$ cat src/rtl/mem_dump_unit.sv
// mem_dump_unit: watches the CPU instruction stream for a run of all-zero
// instruction words and, once the run is long enough to call the CPU halted,
// walks data memory from word 0 to DEPTH-1. Each word is offered as one
// record on a valid/ready output port.
//
// Ports:
//   clk        rising-edge clock
//   rst_n      asynchronous active-low reset
//   instr_rd   instruction word currently fetched by the CPU
//   dump_a     byte address to the data-memory read port ({index, 2'b00})
//   dump_rd    combinational read data for dump_a
//   out_valid  out_index/out_data hold a record (SEND state only)
//   out_ready  consumer accepts the record on a rising edge with out_valid
//   out_index  word index of the current record
//   out_data   memory word of the current record
//   halted     sticky flag: halt detected
//   done       sticky flag: all DEPTH records accepted
module mem_dump_unit #(
  parameter int unsigned DEPTH        = 1024,
  parameter int unsigned HALT_CONFIRM = 1
) (
  input  logic        clk,
  input  logic        rst_n,
  input  logic [31:0] instr_rd,
  output logic [31:0] dump_a,
  input  logic [31:0] dump_rd,
  output logic        out_valid,
  input  logic        out_ready,
  output logic [31:0] out_index,
  output logic [31:0] out_data,
  output logic        halted,
  output logic        done
);

  typedef enum logic [1:0] {StIdle, StLoad, StSend, StDone} state_e;

  localparam logic [7:0]  HaltCnt = 8'(HALT_CONFIRM);
  localparam logic [31:0] LastIdx = 32'(DEPTH - 1);

  state_e      state_q, state_d;
  logic [31:0] index_q, index_d;
  logic [7:0]  halt_cnt_q, halt_cnt_d;
  logic [7:0]  halt_cnt_inc;
  logic [31:0] out_index_q, out_index_d;
  logic [31:0] out_data_q, out_data_d;
  logic        halted_q, halted_d;
  logic        done_q, done_d;

  // Saturating increment of the zero-instruction run length.
  assign halt_cnt_inc = (halt_cnt_q == HaltCnt) ? halt_cnt_q : halt_cnt_q + 8'd1;

  always_comb begin
    state_d     = state_q;
    index_d     = index_q;
    halt_cnt_d  = halt_cnt_q;
    out_index_d = out_index_q;
    out_data_d  = out_data_q;
    halted_d    = halted_q;
    done_d      = done_q;

    unique case (state_q)
      StIdle: begin
        if (instr_rd == 32'd0) begin
          halt_cnt_d = halt_cnt_inc;
          if (halt_cnt_inc == HaltCnt) begin
            state_d  = StLoad;
            halted_d = 1'b1;
            index_d  = 32'd0;
          end
        end else begin
          halt_cnt_d = 8'd0;
        end
      end
      StLoad: begin
        // Capture the word so the record stays stable however long SEND lasts.
        out_data_d  = dump_rd;
        out_index_d = index_q;
        state_d     = StSend;
      end
      StSend: begin
        if (out_ready) begin
          if (index_q == LastIdx) begin
            state_d = StDone;
            done_d  = 1'b1;
          end else begin
            index_d = index_q + 32'd1;
            state_d = StLoad;
          end
        end
      end
      StDone: begin
        // Terminal until reset.
      end
      default: state_d = StIdle;
    endcase
  end

  always_ff @(posedge clk or negedge rst_n) begin
    if (!rst_n) begin
      state_q     <= StIdle;
      index_q     <= 32'd0;
      halt_cnt_q  <= 8'd0;
      out_index_q <= 32'd0;
      out_data_q  <= 32'd0;
      halted_q    <= 1'b0;
      done_q      <= 1'b0;
    end else begin
      state_q     <= state_d;
      index_q     <= index_d;
      halt_cnt_q  <= halt_cnt_d;
      out_index_q <= out_index_d;
      out_data_q  <= out_data_d;
      halted_q    <= halted_d;
      done_q      <= done_d;
    end
  end

  assign dump_a    = index_q << 2;
  assign out_valid = (state_q == StSend);
  assign out_index = out_index_q;
  assign out_data  = out_data_q;
  assign halted    = halted_q;
  assign done      = done_q;

endmodule

$ cat config.mk
export PLATFORM = sky130hd
export DESIGN_NAME = mem_dump_unit
export DESIGN_NICKNAME = d
export VERILOG_FILES = /design/src/rtl/mem_dump_unit.sv
export SDC_FILE = /design/constraint.sdc
export NUM_CORES = 1
export LEC_CHECK = 0
export CAP_MARGIN = 20
export CORE_ASPECT_RATIO = 1.1
export CORE_UTILIZATION = 40
export DETAILED_ROUTE_END_ITERATION = 10
export PLACE_DENSITY = 0.78
export SYNTH_ARGS = -nofsm -noshare
export SYNTH_HDL_FRONTEND = slang
export SYNTH_SLANG_ARGS = --single-unit
$ cat constraint.sdc
create_clock -name clk -period 2.8 [get_ports clk]
set_input_delay 0.84 -clock clk [delete_from_list [all_inputs] [get_ports clk]]
set_output_delay 0.84 -clock clk [all_outputs]
set_load 0.03 [all_outputs]
==> reports/metrics.sh <==
DIODE_INSERTION_COUNT_FOR_ANTENNA_REPAIR=0
SYNTH_TOP_FLOP_CELL='sky130_fd_sc_hd__dfrtp_1'
FINISH.NET_COUNT=765
STATUS='finished clean'
SHARE_OF_LAYOUT_CELLS_ABOVE_DRIVE_STRENGTH_1_PCT=20.7
CLKPWRFRAC_PCT=44.6
CTS_ROOT_BUF='sky130_fd_sc_hd__clkbuf_16'
WORST_SKEW_PAIR.LATE_LATENCY_NS=0.36
GRT_ANTENNA_BEFORE_REPAIR=0
DRT_ITER0_MARKERS=356
AREA.SEQUENTIAL_MM2=0.00270
WORST_SETUP_HOLD_PATH_CLK_SLEW_NS=0.07
CRITICAL_PATH_CLASS='in2reg'
SYNTH_LARGEST_AREA_CELL='sky130_fd_sc_hd__dfrtp_1'
R2R_CELLS=9
DIE_HEIGHT_UM=128
TOTAL_GLOBAL_ROUTE_TRACK_USAGE_PCT=20.3
TIMING.MAX_CAP.VIOLATIONS=0
MAX_SLEW_MARGIN_PCT=56.0
PLACEABLECOREAREA_MM2=0.0139
POWER.SWITCHING_mW=0.635
YOSYSWARNINGCOUNT=0
INTERNAL-POWER_mW=2.42
FIN_TNS_SETUP_NS=0
SYNTH-SEQ-CELLS=108
DP_HPWL_UM=10600
DRT_DRC_VIOLATIONS_LEFT=0
GP_ROUTABILITY_CONGESTION=0.872
CP-START-KIND='primary input'
DP.CELLS=865
SYNTH_AREA_PER_CELL_UM2=10.6
GRT_PASS1_WL_UM=23600
SYNTH.AREA.TOP_CELLS='sky130_fd_sc_hd__dfrtp_1 47%, sky130_fd_sc_hd__mux2_2 13%, sky130_fd_sc_hd__buf_4 4.3%'
GRT_PASS1_VIAS=4857
PLACE.PORT_BUFFERS=163
DESIGN.DIE.AREA_MM2=0.0149
POWER-PER-CELL-AREA_mW_PER_MM2=382
NUMBER_OF_BUFFERS_INSERTED_DURING_CLOCK_TREE_SYNTHESIS=9
ITERATION_COUNT_OF_THE_INITIAL_DETAILED_ROUTING_PASS=5
SETUP-VIOLATIONS-FINAL=0
FINAL-HOLD-VIOLATION-COUNT=0
ANTENNA_VIOLATING_NETS_REMAINING=0
ROUTED_WL_UM=15300
POST_DRT_VIA_CELL_RATIO=5.63
UTILIZATION_PCT=57.5
LEAKAGEPOWER_nW=3.54
FINAL.PERIOD_UTILIZATION_PCT=99.2
CLK_PATH_BUF_DEPTH=2
SYN-INSTANCE-COUNT=544
SYNTH_CELL_TYPES=60
SYNTH_LARGEST_TYPE_AREA_FRACTION_PCT=46.9
SYNTH.YOSYS.SEQ_AREA_SHARE_PCT=46.9
POWER_mW=3.06
SWITCH_SHARE_PCT=20.8
CLOCK_SINK_COUNT=108
STARTING_DENSITY_OF_THE_CORE_PCT=41.4
MAX_FREQ_MHz=360
HTREEDEPTH=3
WORST-ENDPOINT-ARRIVAL_NS=3.07
FOOTPRINT_OF_THE_MULTI_INPUT_GATES_MM2=0.00265
PEAK_VDD_IR_mV=0.355
DIE_WIDTH_UM=116
FLOORPLAN.ROWS=45
CLOCK_SKEW_NS=0.00800
GLOBAL_ROUTE.OVERFLOW_TOTAL=0
ROUTED-VIA-COUNT=4967
ENDPOINT_KIND_OF_THE_WORST_SETUP_TIMING_PATH='flip-flop'
N_FILL_CELL=1215
TIMING_WORST_SLEW_PIN_VALUE_NS=0.659
PLACEDINSTANCEAREA_MM2=0.00756
TIGHTEST_HOLD_CHECK_TYPE='in2async'
FIN_AREA_MM2=0.00800
CTS_TREE='done'
FINAL_MAX_SLEW_VIOL_COUNT=0
ROUTE.DETAILED.WL_PER_INST_UM=17.3
POSTCTSHOLDBUFS=0
IO-PIN-COUNT=166
MAPPEDNETLISTAREA_MM2=0.00576
CRITICAL_PATH_REQUIRED_NS=3.09
POWER_FRAC_SEQ_PCT=51.0
SHARE_COMB_OF_TOTAL_POWER_PCT=4.4
FINAL_CELL_COUNT_NO_FILL=883
AREAGROWTHSYNTHTOFINISH_PCT=38.8
PATH_MAX_FANOUT=7
POST-ROUTE-MIN-PERIOD_NS=2.78
PIN_COUNT_OF_THE_BIGGEST_NET_ENTERING_GLOBAL_ROUTING=51
YS_ASYNC_SR_FRACTION_PCT=100
SYNTH-EDFF-COUNT=0
## layout make-up
cell class | count | area share (%)
Sequential cell | 108 | 33.8
Multi-Input combinational cell | 341 | 33.1
Timing Repair Buffer | 202 | 24.9
Tap cell | 188 | 2.94
Clock buffer | 10 | 2.86
Inverter | 29 | 1.36
Clock inverter | 5 | 1.06
## per-stage QoR
step	hold slack, ns	setup WS, ns
2_1_floorplan	0.478	0.00938
3_3_place_gp	0.475	-0.434
3_5_place_dp	0.465	-0.513
4_1_cts	0.457	0.0105
5_1_grt	0.482	-0.0314
6_report	0.442	0.0216
## flip-flops by register name (all words and copies together) (netlist names)
register and count:
halted 1, done 1, index_q 32, state_q 2, out_data 32, out_index 32
halt_cnt_q 8
## synth_stat cells (4+ instances only)
| library cell | number |
|---|---|
| sky130_fd_sc_hd__a221o_1 | 5 |
| sky130_fd_sc_hd__and3_1 | 8 |
| sky130_fd_sc_hd__a21o_1 | 5 |
| sky130_fd_sc_hd__and2_1 | 4 |
| sky130_fd_sc_hd__nor2_1 | 9 |
| sky130_fd_sc_hd__buf_2 | 9 |
| sky130_fd_sc_hd__a31oi_1 | 4 |
| sky130_fd_sc_hd__clkbuf_1 | 20 |
| sky130_fd_sc_hd__o211ai_1 | 9 |
| sky130_fd_sc_hd__or3_1 | 6 |
| sky130_fd_sc_hd__a22o_1 | 4 |
| sky130_fd_sc_hd__mux2_2 | 64 |
| sky130_fd_sc_hd__buf_4 | 33 |
| sky130_fd_sc_hd__o31ai_1 | 8 |
| sky130_fd_sc_hd__a221oi_2 | 6 |
| sky130_fd_sc_hd__a221oi_1 | 6 |
| sky130_fd_sc_hd__buf_1 | 4 |
| sky130_fd_sc_hd__nand3_1 | 21 |
| sky130_fd_sc_hd__or4_1 | 5 |
| sky130_fd_sc_hd__nand2_1 | 36 |
| sky130_fd_sc_hd__dfrtp_1 | 108 |
| sky130_fd_sc_hd__ha_1 | 7 |
| sky130_fd_sc_hd__nor4_1 | 14 |
| sky130_fd_sc_hd__o22ai_1 | 8 |
| sky130_fd_sc_hd__o21ai_0 | 17 |
| sky130_fd_sc_hd__o21ai_1 | 9 |
| sky130_fd_sc_hd__nand4_1 | 18 |
| sky130_fd_sc_hd__nand2b_1 | 4 |
| sky130_fd_sc_hd__a21oi_1 | 5 |
| sky130_fd_sc_hd__and4_1 | 5 |
| sky130_fd_sc_hd__a2111o_1 | 5 |
| sky130_fd_sc_hd__nor3_1 | 10 |
| sky130_fd_sc_hd__inv_1 | 28 |
| sky130_fd_sc_hd__a2111oi_0 | 5 |
## placed cells by master, fill, tap and decap left out, types with 6 or more instances in the layout
cell,netlist,routed
sky130_fd_sc_hd__nor4_2,0,9
sky130_fd_sc_hd__o21ai_0,17,17
sky130_fd_sc_hd__ha_1,7,6
sky130_fd_sc_hd__clkdlybuf4s50_1,0,129
sky130_fd_sc_hd__nand4_1,18,18
sky130_fd_sc_hd__nand3_1,21,21
sky130_fd_sc_hd__nor2_1,9,9
sky130_fd_sc_hd__o211ai_1,9,9
sky130_fd_sc_hd__dfrtp_1,108,108
sky130_fd_sc_hd__dlymetal6s2s_1,0,8
sky130_fd_sc_hd__buf_4,33,34
sky130_fd_sc_hd__nor3_1,10,10
sky130_fd_sc_hd__nand2_1,36,36
sky130_fd_sc_hd__mux2_2,64,64
sky130_fd_sc_hd__o31ai_1,8,8
sky130_fd_sc_hd__clkbuf_16,0,10
sky130_fd_sc_hd__inv_1,28,28
sky130_fd_sc_hd__clkdlybuf4s15_1,0,10
sky130_fd_sc_hd__o22ai_1,8,8
sky130_fd_sc_hd__a221oi_1,6,6
sky130_fd_sc_hd__and3_1,8,8
sky130_fd_sc_hd__dlygate4sd2_1,0,12
sky130_fd_sc_hd__o21ai_1,9,9
sky130_fd_sc_hd__or3_1,6,6
## metal layers
metal / vias up / GRT usage (%) / part of all wire (%)
met5: - / 0 / 0
met4: 0 / 8.30 / 1.9
met3: 25 / 4.40 / 7.4
met2: 211 / 33.5 / 50
met1: 2439 / 25.6 / 41
li1: 2292 / - / -
## final timing paths
kind,from,endpoint,slack (ns)
max,instr_rd[1],index_q[0],0.02
min,rst_n,out_data[2],0.44
max reg2reg,halt_cnt_q[0],index_q[0],0.15
min reg2reg,done,done,0.49
max in group asynchronous,rst_n,out_data[9],1.70
min in group clk,done,done,0.49
## critical path, cell delays in order
cell and delay [ns]:
sky130_fd_sc_hd__clkdlybuf4s15_1 0.20, sky130_fd_sc_hd__nor4_2 0.29, sky130_fd_sc_hd__nand4_1 0.13, sky130_fd_sc_hd__or2_1 0.29, sky130_fd_sc_hd__a2111o_1 0.52, sky130_fd_sc_hd__buf_6 0.19, sky130_fd_sc_hd__buf_4 0.13, sky130_fd_sc_hd__o41a_1 0.37
sky130_fd_sc_hd__nand3_1 0.10
## power by group through the flow
stage | clock [mW] | sequential [mW] | combinational [mW]
3_3_place_gp | 0 | 1.59 | 0.139
5_1_grt | 1.46 | 1.56 | 0.147
2_1_floorplan | 0 | 1.59 | 0.00964
6_report | 1.36 | 1.56 | 0.134
4_1_cts | 1.40 | 1.56 | 0.134
3_5_place_dp | 0 | 1.59 | 0.143
## cell families after synthesis
logic type,after synthesis,share of synthesized area (%)
XOR/XNOR,3,0.456
buffers and inverters,96,8.73
other,1,0.0651
AO/OA/AOI/OAI,112,14.9
flip-flops,108,46.9
multiplexers,69,13.5
AND/OR/NAND/NOR,148,13.9
adder cells (fa/ha/maj),7,1.52
## timing repair
action | in CTS | in global routing
endpoints found under the setup margin | 21 | 33
pin swaps | 1 | 17
resized for setup | 30 | 33
buffers inserted | 1 | 1
gates cloned | 0 | 1
Power figures use the tool's default switching activity.
